==> src/rtl/switch_egress_port.sv <==
// Egress end of the 4-port switch: filters ingress streams by target mask,
// buffers them in per-source hold registers and merges them round-robin into an output FIFO.
module switch_egress_port #(
  parameter  int unsigned PORT_ID    = 0,
  parameter  int unsigned FIFO_DEPTH = 4,
  localparam int unsigned CW         = $clog2(FIFO_DEPTH + 1)
) (
  input  logic          clk,
  input  logic          rst,
  input  logic [3:0]    in_valid,
  input  logic [15:0]   in_source,
  input  logic [15:0]   in_target,
  input  logic [31:0]   in_data,
  output logic          out_valid,
  input  logic          out_ready,
  output logic [3:0]    out_source,
  output logic [3:0]    out_target,
  output logic [7:0]    out_data,
  output logic [CW-1:0] fifo_count,
  output logic [7:0]    drop_count
);

  localparam int unsigned AW = $clog2(FIFO_DEPTH);
  localparam logic [CW-1:0] DEPTH_C = CW'(FIFO_DEPTH);

  logic [3:0]    r_hv;
  logic [3:0]    r_hs [4];
  logic [3:0]    r_ht [4];
  logic [7:0]    r_hd [4];
  logic [1:0]    r_rr;
  logic [15:0]   r_mem [FIFO_DEPTH];
  logic [AW-1:0] r_wr;
  logic [AW-1:0] r_rd;
  logic [CW-1:0] r_count;
  logic [7:0]    r_drop;

  logic [3:0]    w_req;
  logic [3:0]    w_grant;
  logic [3:0]    w_drop;
  logic [1:0]    w_gidx;
  logic          w_push;
  logic          w_pop;
  logic          w_push_ok;
  logic [15:0]   w_wdata;
  logic [15:0]   w_head;
  logic [2:0]    w_ndrop;
  logic [8:0]    w_drop_sum;

  always_comb begin
    w_req = '0;
    for (int unsigned i = 0; i < 4; i++) begin
      w_req[i] = in_valid[i] && in_target[4*i + PORT_ID];
    end
  end

  assign w_pop     = out_valid && out_ready;
  assign w_push_ok = (r_count < DEPTH_C) || w_pop;

  always_comb begin
    logic [1:0] idx;
    logic       found;
    w_grant = '0;
    w_gidx  = '0;
    found   = 1'b0;
    idx     = '0;
    if (w_push_ok) begin
      for (int unsigned k = 0; k < 4; k++) begin
        idx = r_rr + 2'(k);
        if (!found && r_hv[idx]) begin
          found        = 1'b1;
          w_grant[idx] = 1'b1;
          w_gidx       = idx;
        end
      end
    end
  end

  assign w_push  = |w_grant;
  assign w_wdata = {4'b0000, r_hs[w_gidx], r_ht[w_gidx], r_hd[w_gidx]};

  // A granted hold register frees its slot in the same edge, so it can reload.
  assign w_drop = w_req & r_hv & ~w_grant;

  always_comb begin
    w_ndrop = '0;
    for (int unsigned i = 0; i < 4; i++) begin
      w_ndrop = w_ndrop + {2'b00, w_drop[i]};
    end
  end

  assign w_drop_sum = {1'b0, r_drop} + {6'b000000, w_ndrop};

  always_ff @(posedge clk or posedge rst) begin
    if (rst) begin
      r_hv   <= '0;
      r_rr   <= '0;
      r_drop <= '0;
      for (int unsigned i = 0; i < 4; i++) begin
        r_hs[i] <= '0;
        r_ht[i] <= '0;
        r_hd[i] <= '0;
      end
    end else begin
      for (int unsigned i = 0; i < 4; i++) begin
        if (w_req[i] && (!r_hv[i] || w_grant[i])) begin
          r_hv[i] <= 1'b1;
          r_hs[i] <= in_source[4*i +: 4];
          r_ht[i] <= in_target[4*i +: 4];
          r_hd[i] <= in_data[8*i +: 8];
        end else if (w_grant[i]) begin
          r_hv[i] <= 1'b0;
        end
      end
      if (w_push) r_rr <= w_gidx + 2'd1;
      r_drop <= w_drop_sum[8] ? 8'hFF : w_drop_sum[7:0];
    end
  end

  always_ff @(posedge clk or posedge rst) begin
    if (rst) begin
      r_wr    <= '0;
      r_rd    <= '0;
      r_count <= '0;
    end else begin
      if (w_push) r_wr <= r_wr + 1'b1;
      if (w_pop)  r_rd <= r_rd + 1'b1;
      if (w_push && !w_pop)      r_count <= r_count + 1'b1;
      else if (w_pop && !w_push) r_count <= r_count - 1'b1;
    end
  end

  always_ff @(posedge clk) begin
    if (w_push) r_mem[r_wr] <= w_wdata;
  end

  assign w_head     = r_mem[r_rd];
  assign out_valid  = (r_count != '0);
  assign out_source = out_valid ? w_head[15:12] : '0;
  assign out_target = out_valid ? w_head[11:8]  : '0;
  assign out_data   = out_valid ? w_head[7:0]   : '0;
  assign fifo_count = r_count;
  assign drop_count = r_drop;

endmodule

==> config.mk <==
export PLATFORM = sky130hd
export DESIGN_NAME = switch_egress_port
export DESIGN_NICKNAME = d
export VERILOG_FILES = /design/src/rtl/switch_egress_port.sv
export SDC_FILE = /design/constraint.sdc
export NUM_CORES = 1
export LEC_CHECK = 0
export BUFFER_PORTS_ARGS = -buffer_cell sky130_fd_sc_hd__buf_2
export CELL_PAD_IN_SITES_DETAIL_PLACEMENT = 1
export CELL_PAD_IN_SITES_GLOBAL_PLACEMENT = 1
export CORE_MARGIN = 10
export CORE_UTILIZATION = 52
export CTS_BUF_LIST = sky130_fd_sc_hd__clkbuf_8 sky130_fd_sc_hd__clkbuf_16
export CTS_CLUSTER_DIAMETER = 50
export DETAILED_ROUTE_END_ITERATION = 10
export PLACE_DENSITY = 0.86
export SETUP_SLACK_MARGIN = 0.1
export SYNTH_ARGS = -nofsm -noshare
export SYNTH_HDL_FRONTEND = slang
export SYNTH_SLANG_ARGS = --single-unit
==> constraint.sdc <==
create_clock -name clk -period 7.55 [get_ports clk]
set_clock_uncertainty 0.05 [all_clocks]
set_input_delay 0 -clock clk [delete_from_list [all_inputs] [get_ports clk]]
set_output_delay 0 -clock clk [all_outputs]
set_load 0.005 [all_outputs]
# Word level (Yosys, flattened, before mapping)
# Memory sizes are Yosys's and may differ from the RTL's.
# Cells that the tools add are included.
[word_totals] ff_bits=85 ramBits=64 input_bits=71 out_inout_bits=28 elab_cells=150 n_memories=1
[op_classes] addsub=12 order_cmp=10 muxes=60 bitwise_logic=7 reduce_logical=39
[mem_list] name="r_mem" words=4 word_bits=16 rd=1 rd_ports_with_merged_regs=0 write_ports=1 line="31" rtl="logic [15:0] r_mem [FIFO_DEPTH];"
[ops] operator="4-bit 2-to-1 mux" n=14
[ops] operator="8-bit 2-to-1 mux" n=4
[ops] operator="1-bit 2-to-1 mux" n=24
[ops] operator="1-bit logical AND" n=18
[ops] operator="4-bit binary-select mux with 2-bit select" n=2
[ops] operator="8-bit binary-select mux with 2-bit select" n=1
[ops] operator="2-bit by 3-bit < comparator with 1-bit output (second input constant)" n=4
[ops] operator="4-bit bitwise OR" n=3
[ops] operator="2-bit 2-to-1 mux" n=5
[ops] operator="2-bit nonzero test" n=5
[ops] operator="8-bit by 3-bit adder with 9-bit output" n=1
[ops] operator="1-bit zero test" n=9
[ops] operator="2-bit by 1-bit adder with 2-bit output (second input constant)" n=4
[ops] operator="4-bit AND" n=2
[ops] operator="1-bit binary-select mux with 2-bit select" n=4
[ops] operator="1-bit demux with 2-bit select" n=4
[ops] operator="2-bit by 1-bit >= comparator with 1-bit output (second input constant)" n=4
[ops] operator="3-bit 2-to-1 mux" n=2
[ops] operator="1-bit logical OR" n=5
[ops] operator="2-bit adder (second input constant)" n=2
[ops] operator="4-bit NOT" n=1
[ops] operator="4-bit OR reduction" n=1
[ops] operator="2-bit by 1-bit adder with 3-bit output" n=1
[ops] operator="3-bit by 1-bit adder with 3-bit output" n=1
[ops] operator="7 further kinds" n=7

# Longest topological paths before layout
# Gate-level depths: netlist (run 1).
[depth] depth_word=23 mapped_depth=16 mapped_depth_nobuf=15

# Worst setup path after synthesis (run 1)
# OpenSTA, ideal clock, no wires.
[synth_path] kind="register to register" start="register r_rr[0]" end="register r_drop[1], in the netlist drop_count[1]" setup_time_ns=0.070 t_arrival_ns=4.153 t_required_ns=7.430 path_slack_ns=3.277 stages_incl_launch_ff=16 cell_sequence="dfrtp_1 -> buf_6 -> inv_1 -> ha_1 -> mux4_2 -> a211o_1 -> o211a_1 -> o21a_2 -> nand3_1 -> fa_1 -> fa_1 -> inv_1 -> fa_1 -> and3_1 -> nand3_1 -> nand2b_1"
[synth_via] elab_chain_cells=23
[synth_lines] element="start, declared" line="30" rtl="logic [1:0] r_rr;"
[synth_lines] element="start signal, assigned" line="114" rtl="if (w_push) r_rr <= w_gidx + 2'd1;"
[synth_lines] element="parallel branches: the longest is 14 deep, another holds 2-bit by 3-bit < comparator with 1-bit output"
[synth_lines] element="4-bit 2-to-1 mux (*)" line="69" rtl="if (!found && r_hv[idx]) begin"
[synth_lines] element="4-bit 2-to-1 mux (*)" line="66" rtl="if (w_push_ok) begin"
[synth_lines] element="4-bit NOT (*)" line="82" rtl="assign w_drop = w_req & r_hv & ~w_grant;"
[synth_lines] element="4-bit AND (*)" line="82"
[synth_lines] element="1-bit by 1-bit adder with 2-bit output" line="87" rtl="w_ndrop = w_ndrop + {2'b00, w_drop[i]};"
[synth_lines] element="2-bit by 1-bit adder with 3-bit output" line="87"
[synth_lines] element="3-bit by 1-bit adder with 3-bit output (*)" line="87"
[synth_lines] element="8-bit by 3-bit adder with 9-bit output (*)" line="91" rtl="assign w_drop_sum = {1'b0, r_drop} + {6'b000000, w_ndrop};"
[synth_lines] element="8-bit 2-to-1 mux (*)" line="115" rtl="r_drop <= w_drop_sum[8] ? 8'hFF : w_drop_sum[7:0];"
[synth_lines] element="end signal, assigned" line="115"
[synth_lines] element="end, declared" line="35" rtl="logic [7:0] r_drop;"
# Every way passes the cells marked *. The select of a mux whose other input is x is not followed.
# A chain may end at the register's enable or synchronous reset.

# Final worst setup path (run 1)
# Ends and elaborated chain as after synthesis.

==> flow_summary.ini, run 1 <==
[placement]
dp_hpwl_um = 11400
place_congestion = 0.804
placed_cells = 707
portBuffers = 98

[yosys]
synth_top_cell_by_area = dfrtp_1
postSynthCellCount = 450
synth_most_common_cell = dfrtp_1
synth-seq-area-share_pct = 56.7
synth_commonest_cells = 85 x dfrtp_1, 64 x edfxtp_1, 49 x mux2i_1
syn_nets = 538
ys_warn_count = 0
synth_top_cell_area_share_pct = 29.8
ys_types = 47
netlist_area_sq_um = 7140
synth_area_leaders = dfrtp_1 30%, edfxtp_1 27%, mux2_4 7.6%
synth-seq-cells = 149
synth_ff_type = dfrtp_1
synth_edf_count = 64
synthArstFlopShare_pct = 57.0
avgSynthCellArea_sq_um = 15.9

[finish]
fillers = 1237
seq_area_sq_um = 4050
area_delta_synth_final_pct = 25.9
multi_input_area_sq_um = 2870
stdcell_count = 810
nNetsFinal = 709
diodes = 0
drive_gt1_share_pct = 36.8

[sta]
setup_viol = 0
tightest_slew_ps = 1090
finalHoldViolations = 0
tns_ps = 0
max_freq_mhz = 200
period_needed_ps = 5010
slew_viol_final = 0
rsz0062_at_grt = false
relSlewSlack_pct = 27.3
finalCritPeriodShare_pct = 66.4

[grt]
grt_pass1_wl_um = 31700
grt_max_degree = 86
grt_pass1_vias = 5261
grt-ovfl-total = 0
grtUsageTotal_pct = 23.0
antenna_found_initial = 0

[detailed_routing]
routedWlPerCell_um = 25.4
drtAntennaViolNets = 0
first_pass_iters = 4
route.detailed.drc = 0
viasPerCell = 5.60
via_count = 4537
wirelength_um = 20600
drtIter0Drc = 295

[hold_path]
worstHoldPathType = in -> reg

[floorplanning]
die_y_um = 137
initial_core_util_pct = 53.5
design.die.area_sq_um = 18800
rows = 42
ioPinCount = 99
core_area_sq_um = 13300
die_x_um = 137

[clocking]
clockBufferDepth = 2
cts_tree = built
clock_sinks = 149
path_clk_slew_ps = 70
cts-root-buf = clkbuf_16
insertion_delay_ps = 440
cts_resized = 0
post_cts_buffers = 0
numCtsBuffers = 17
cts_max_level = 4

[worst_setup_path]
startpoint_type = flip-flop
rr_worst_depth = 14
r2r_slack_ps = 2540
endpoint = drop_count[1]$_DFF_PP0_
critPathRequiredTime_ps = 7860
cp_num_buf_inv = 2
cpPeakStageDelay_ps = 720
path_cells = inv_1, ha_1, mux4_2, a211o_1, o211a_1, o21a_2, nand3_1, fa_1, fa_1, inv_1, fa_1, and3_1, nand3_1, nand2b_1
cp-end-kind = flip-flop
crit_cells = 14
crit_family = adder cells
cp_common_cell = fa_1
crit_type = reg -> reg
crit_arrival_ps = 5330
worstPathMaxFanout = 15
crit_start = r_rr[0]$_DFFE_PP0N_
rr_startpoint = r_rr[0]$_DFFE_PP0N_
crit_slowest_cell = dfrtp_1
r2r_end = drop_count[1]$_DFF_PP0_

[power_and_ir_drop]
cellPowerDensity_nw_per_um2 = 544
ir_drop_mv = 0.266
p_leak_uw = 0.00380

[run_status]
status = complete, no violations

[flow_run]
cap_violations = 0
## per-stage QoR
step | util (%) | hold slack, ps | area, sq um | worst slack, ps | total power, uW
2_1_floorplan | - | 98.1 | 7140 | 3280 | 3280
3_3_place_gp | 57.7 | 182 | 7700 | 2940 | 3730
3_5_place_dp | 57.7 | 186 | 7700 | 2710 | 3900
4_1_cts | 67.3 | 13.8 | 8980 | 2700 | 4800
5_1_grt | 67.3 | 64.6 | 8980 | 2190 | 5150
6_report | 67.3 | 33.6 | 8980 | 2540 | 4890
## cell type report
class	instances	area share [%]
Multi-Input combinational cell	269	32.0
Clock inverter	15	1.63
Inverter	12	0.515
Tap cell	176	2.45
Clock buffer	17	4.74
Sequential cell	149	45.1
Timing Repair Buffer	172	13.6
## state kept, by name (all words and copies together), names as in the netlist
name	count
r_ht	16
fifo_count	3
r_mem	64
r_wr	2
r_hv	4
r_rd	2
r_hd	32
drop_count	8
r_hs	16
r_rr	2
## power breakdown
part | internal, uW | switching (uW)
Sequential | 1470 | 316
Clock | 462 | 379
Combinational | 1050 | 1200
Total | 2990 | 1900
## worst reg2reg max path, stage by stage (launching register included)
cell and delay [ps]:
dfrtp_1 720, inv_1 210, ha_1 510, mux4_2 680, a211o_1 330, o211a_1 250, o21a_2 260, nand3_1 120
fa_1 460, fa_1 440, inv_1 100, fa_1 250, and3_1 220, nand3_1 200, nand2b_1 150
## kinds of logic (layout without fill, tap and decap cells)
family	count (synthesis)	count (layout)	share of synthesized area, %
compound gates	27	27	3.37
xor+xnor	11	11	1.35
fa+ha+maj	17	17	3.40
buf+inv	32	216	3.17
flops	149	149	56.7
mux	132	132	25.1
simple gates	82	82	6.89
## layout by cell type, fill, tap and decap left out, types with 12 or more instances in the layout
cell,n
dlygate4sd3_1,71
inv_1,12
and2_1,20
mux2_4,36
clkbuf_16,17
dfrtp_1,85
buf_2,98
mux4_2,19
nand2_1,21
mux2_2,27
ha_1,13
edfxtp_1,64
mux2i_1,49
## layer usage
layer / routed length [um] / vias up / GRT usage, %
met5: 0 / - / 0
li1: - / 1993 / -
met1: 7920 / 2357 / 26.1
met3: 1130 / 35 / 5.17
met2: 11000 / 152 / 40.6
met4: 572 / 0 / 10.2
## repair_timing
action                                  in CTS  in global routing
endpoints found under the hold margin      152                  0
hold buffers                                71                  0
endpoints found under the setup margin       0                  0
## how the worst min path moves through the flow
stage / cells after the start / startpoint / end / slack [ps]
detailed placement: 2 / in_source[1] / r_hs[13]$_DFFE_PP0P_ / 190
floorplan: 1 / in_data[24] / r_hd[0]$_DFFE_PP0P_ / 100
CTS: 4 / in_valid[3] / drop_count[0]$_DFF_PP0_ / 10
global route: 4 / in_valid[3] / drop_count[0]$_DFF_PP0_ / 60
finish: 4 / in_valid[3] / drop_count[0]$_DFF_PP0_ / 30
global placement: 2 / in_target[11] / r_ht[7]$_DFFE_PP0P_ / 180
No activity file was read; power rests on OpenSTA's default activity.
==> run 2: changes to the inputs <==
CORE_UTILIZATION = 48   (was 52)
PLACE_DENSITY = 0.81   (was 0.86)
clock period = 4.8 ns   (was 7.55 ns; I/O delays follow)
==> run 2 against run 1 <==
Compared with the run above: clock power increased by 64%; final area increased by 1.1%; power increased by 59%; largest cell class unchanged; largest power group unchanged; highest routed layer unchanged.
==> flow_summary.ini, run 2 (synthesis results as in run 1) <==
[run_status]
status = complete, no violations

[power_and_ir_drop]
p_leak_uw = 0.00383
cellPowerDensity_nw_per_um2 = 857
clkPwrFrac_pct = 17.8
p_int_uw = 4870
pwr-share-comb_pct = 46.5
ir_drop_mv = 0.443
p_seq_share_pct = 35.7
p_sw_share_pct = 37.5
switchingPower_uw = 2910

[grt]
grt-ovfl-total = 0
grt_pass1_wl_um = 30400
antenna_found_initial = 1
grt_pass1_vias = 5171
grtUsageTotal_pct = 19.9
grt_max_degree = 86

[worst_setup_path]
crit_arrival_ps = 4780
crit_slowest_cell = mux4_2
cp_common_cell = fa_1
r2r_slack_ps = 270
r2r_end = drop_count[6]$_DFF_PP0_
cp_num_buf_inv = 2
startpoint_type = flip-flop
rr_startpoint = r_rr[1]$_DFFE_PP0N_
rr_worst_depth = 14
cpPeakStageDelay_ps = 600
critPathRequiredTime_ps = 5050
cp-end-kind = flip-flop
path_cells = inv_1, ha_2, mux4_2, a211o_1, o211a_1, o21a_2, nand3_1, fa_1, fa_1, inv_1, fa_1, and3_1, nor2b_1, a21oi_1
crit_cells = 14
worstPathMaxFanout = 7
crit_family = adder cells
crit_type = reg -> reg

[sta]
rsz0062_at_grt = false
relSlewSlack_pct = 25.7
period_needed_ps = 4530
slew_viol_final = 0
fin_ws_ps = 272
max_freq_mhz = 221
tightest_slew_ps = 1110
finalHoldViolations = 0
setup_viol = 0
tns_ps = 0
finalCritPeriodShare_pct = 94.3

[clocking]
cts-root-buf = clkbuf_16
cts_tree = built
cts_max_level = 4
insertion_delay_ps = 430
clock_sinks = 149
clockBufferDepth = 2
path_clk_slew_ps = 60
numCtsBuffers = 17

[finish]
top_regs = r_mem (64), r_hd (32)
fillers = 1375
seq_area_sq_um = 4050
design_area_sq_um = 9080
area_delta_synth_final_pct = 27.2
drive_gt1_share_pct = 37.7
regMostFlops = r_mem
layout_common_cells = 98 x buf_2, 84 x dfrtp_1, 70 x dlygate4sd3_1
largest_register_ffs = 64
nNetsFinal = 713
multi_input_area_sq_um = 2880
final_common_cell = buf_2

[detailed_routing]
route.detailed.drc = 0
routedWlPerCell_um = 24.2
wirelength_um = 19900
drtAntennaViolNets = 0
via_count = 4481
viasPerCell = 5.45
drtIter0Drc = 253
first_pass_iters = 4

[floorplanning]
initial_core_util_pct = 49.1
rows = 44
die_x_um = 142
core_area_sq_um = 14500
ioPinCount = 99
design.die.area_sq_um = 20100
die_y_um = 142

[hold_path]
hold-path-cell-count = 4
min_from = in_valid[1]
holdPathEnd = drop_count[0]$_DFF_PP0_
worstHoldPathType = in -> reg

[placement]
dp_slack_ps = 167
portBuffers = 98
dpl_cell_area_sq_um = 7740
dp_hpwl_um = 11900
place_congestion = 0.780

[flow_run]
cap_violations = 0
==> run 2: repair_timing <==
action | CTS | global route
setup endpoints to repair | 0 | 8
resized for setup | 0 | 4
setup buffers | 0 | 3
hold buffers | 70 | 0
hold endpoints to repair | 152 | 0
==> run 2: worst min-delay path, cell delays in order <==
cell     delay [ps]
buf_2           110
nand4_1         100
fa_1            180
nand2_1          50
==> run 2: area by class of cell <==
type	count	share of cell area, %
sequential	149	44.6
multi-input combinational	269	31.7
timing repair buffer	176	13.9
clock buffer	17	4.69
tap	184	2.54
clock inverter	14	1.96
inverter	12	0.510
antenna	1	0.0276
==> run 2: power by group through the flow <==
stage                     Clock [uW]  Sequential [uW]  Combinational (uW)
after floorplan                    0             2540                2630
after global placement             0             2680                3260
after detailed placement           0             2770                3430
after CTS                       1390             2760                3540
after global routing            1450             2860                3910
final                           1380             2780                3620
==> run 2: worst max path at each step <==
stage | from | endpoint | slack, ps
5_1_grt | r_rr[1]$_DFFE_PP0N_ | drop_count[6]$_DFF_PP0_ | 60
3_3_place_gp | r_rr[1]$_DFFE_PP0N_ | drop_count[1]$_DFF_PP0_ | 430
3_5_place_dp | r_rr[1]$_DFFE_PP0N_ | drop_count[5]$_DFF_PP0_ | 170
6_report | r_rr[1]$_DFFE_PP0N_ | drop_count[6]$_DFF_PP0_ | 270
4_1_cts | r_rr[1]$_DFFE_PP0N_ | drop_count[5]$_DFF_PP0_ | 150
2_1_floorplan | r_rr[0]$_DFFE_PP0N_ | drop_count[1]$_DFF_PP0_ | 530
==> run 2: metal layers <==
metal | share of wire (%) | global-route usage [%] | wire length [um] | vias to the layer above
li1 | - | - | - | 2005
met1 | 38 | 22.7 | 7620 | 2330
met2 | 54 | 35.0 | 10800 | 125
met3 | 5.9 | 5.17 | 1170 | 21
met4 | 1.5 | 7.48 | 295 | 0
met5 | 0 | 0 | 0 | -
==> run 2: per-stage QoR <==
| stage | instances | power, uW | hold slack (ps) | utilization [%] |
|---|---|---|---|---|
| 4_1_cts | 818 | 7690 | 25.9 | 62.2 |
| 2_1_floorplan | 450 | 5170 | 98.1 | - |
| 5_1_grt | 822 | 8220 | 41.5 | 62.5 |
| 3_3_place_gp | 717 | 5940 | 181 | 53.2 |
| 6_report | 822 | 7780 | 14.1 | 62.5 |
| 3_5_place_dp | 717 | 6200 | 187 | 53.2 |
==> run 3: changes to the inputs <==
RECOVER_POWER = 25   (was not set)
==> run 3 against run 2 <==
Compared with the run above: the run now ends with max-capacitance violations, max-slew violations left; non-clock buffer count did not move; sequential share of layout area rose by 0.086 points; critical path depth did not move; critical path type unchanged; critical endpoint unchanged.
==> flow_summary.ini, run 3 (synthesis results as in run 1) <==
[run_status]
status = complete, but fails checks
violations = max-capacitance violations, max-slew violations

[sta]
rsz0062_at_grt = false
setup_viol = 0
relSlewSlack_pct = -43.9
tightest_slew_ps = 2160
max_freq_mhz = 220
slew_viol_final = 86
tns_ps = 0
period_needed_ps = 4550
fin_ws_ps = 254
finalHoldViolations = 0
finalCritPeriodShare_pct = 94.7

[clocking]
clockBufferDepth = 2
cts_tree = built
cts-root-buf = clkbuf_16
numCtsBuffers = 17
cts_max_level = 4
clock_sinks = 149
path_clk_slew_ps = 60
insertion_delay_ps = 430

[detailed_routing]
wirelength_um = 19900
drtIter0Drc = 250
via_count = 4502
drtAntennaViolNets = 0
first_pass_iters = 4
routedWlPerCell_um = 24.2
route.detailed.drc = 0
viasPerCell = 5.48

[worst_setup_path]
critPathRequiredTime_ps = 5050
crit_family = adder cells
cpPeakStageDelay_ps = 600
startpoint_type = flip-flop
crit_slowest_cell = mux4_2
rr_worst_depth = 14
crit_arrival_ps = 4800
cp-end-kind = flip-flop
crit_type = reg -> reg
cp_num_buf_inv = 2
crit_cells = 14
cp_common_cell = fa_1
path_cells = inv_1, ha_2, mux4_2, a211o_1, o211a_1, o21a_2, nand3_1, fa_1, fa_1, inv_1, fa_1, and3_1, nor2b_1, a21oi_1
worstPathMaxFanout = 7

[floorplanning]
initial_core_util_pct = 49.1
ioPinCount = 99
design.die.area_sq_um = 20100
core_area_sq_um = 14500
die_y_um = 142
rows = 44
die_x_um = 142

[hold_path]
worstHoldPathType = in -> reg
hold-path-cell-count = 4

[finish]
layout_common_cells = 86 x buf_2, 84 x dfrtp_1, 70 x dlygate4sd3_1
stdcell_count = 822
area_delta_synth_final_pct = 27.0
top_regs = r_mem (64), r_hd (32)
final_common_cell = buf_2
nNetsFinal = 713
drive_gt1_share_pct = 35.8
largest_register_ffs = 64
regMostFlops = r_mem
fillers = 1385

[power_and_ir_drop]
power_uw = 7770
p_leak_uw = 0.00379
ir_drop_mv = 0.445
cellPowerDensity_nw_per_um2 = 858

[placement]
dp_hpwl_um = 11900
dp_slack_ps = 167
place_congestion = 0.780
portBuffers = 98
placed_cells = 717

[grt]
met3_usage_pct = 5.17
grt-ovfl-total = 0
grtUsageTotal_pct = 19.9
met1_usage_pct = 22.7
use_met2_pct = 35.0
grt_max_degree = 86
grt_pass1_wl_um = 30400
grt_pass1_vias = 5171
antenna_found_initial = 1
top_usage_layer = met2

[flow_run]
cap_violations = 1
-- run 3: cell count changes in the layout (fill, tap and decap cells not counted), sizes merged --
cell / change
buf: -13
clkbuf: +13
clkinv: -1
clkinvlp: +1
-- run 3: per-layer routing --
layer | part of all wire [%] | vias to the layer above
met5 | 0 | -
met4 | 2.1 | 0
met3 | 5.5 | 32
met2 | 54 | 128
met1 | 38 | 2333
li1 | - | 2009
-- run 3: layout make-up --
class | instances | area [sq um] | share of cell area (%)
antenna | 1 | 2.50 | 0.0276
clock buffer | 17 | 425 | 4.70
clock inverter | 14 | 178 | 1.96
inverter | 12 | 46.3 | 0.511
multi-input combinational | 269 | 2880 | 31.8
sequential | 149 | 4050 | 44.7
tap | 184 | 230 | 2.54
timing repair buffer | 176 | 1250 | 13.8
-- run 3: path summary, 6_finish.rpt --
kind                                     start                       to  slack (ps)
setup / recovery           r_rr[1]$_DFFE_PP0N_  drop_count[6]$_DFF_PP0_         250
hold / removal                     in_valid[1]  drop_count[0]$_DFF_PP0_           9
setup reg to reg           r_rr[1]$_DFFE_PP0N_  drop_count[6]$_DFF_PP0_         250
hold reg to reg            r_ht[8]$_DFFE_PP0P_      r_ht[8]$_DFFE_PP0P_         440
max in group asynchronous                  rst      r_rr[1]$_DFFE_PP0N_        2360
min in group asynchronous                  rst      r_hd[7]$_DFFE_PP0P_         940
-- run 3: timing repair --
item,in CTS,in global routing
hold buffers,70,0
setup endpoints to repair,0,8
hold endpoints to repair,152,0
buffers inserted,0,3
gates resized for setup,0,4
-- run 3: stage by stage --
stage	instance area (sq um)	utilization [%]	hold WS [ps]
2_1_floorplan	7140	-	98.1
3_3_place_gp	7740	53.2	181
3_5_place_dp	7740	53.2	187
4_1_cts	9040	62.2	25.9
5_1_grt	9060	62.3	41.5
6_report	9060	62.3	8.50
-- run 3: power breakdown --
part / internal, uW / switching [uW]
registers: 2320 / 458
clock network: 824 / 561
logic: 1710 / 1900
total: 4850 / 2920
-- run 3: worst register-to-register path: cells and delay by family (launching register included) --
family,cells,cell delay (ps)
and+or+nand+nor,3,540
muxes,1,610
DFF,1,430
adders and majority gates,4,1630
AOI/OAI and AO/OA,4,930
buffers and inverters,2,260
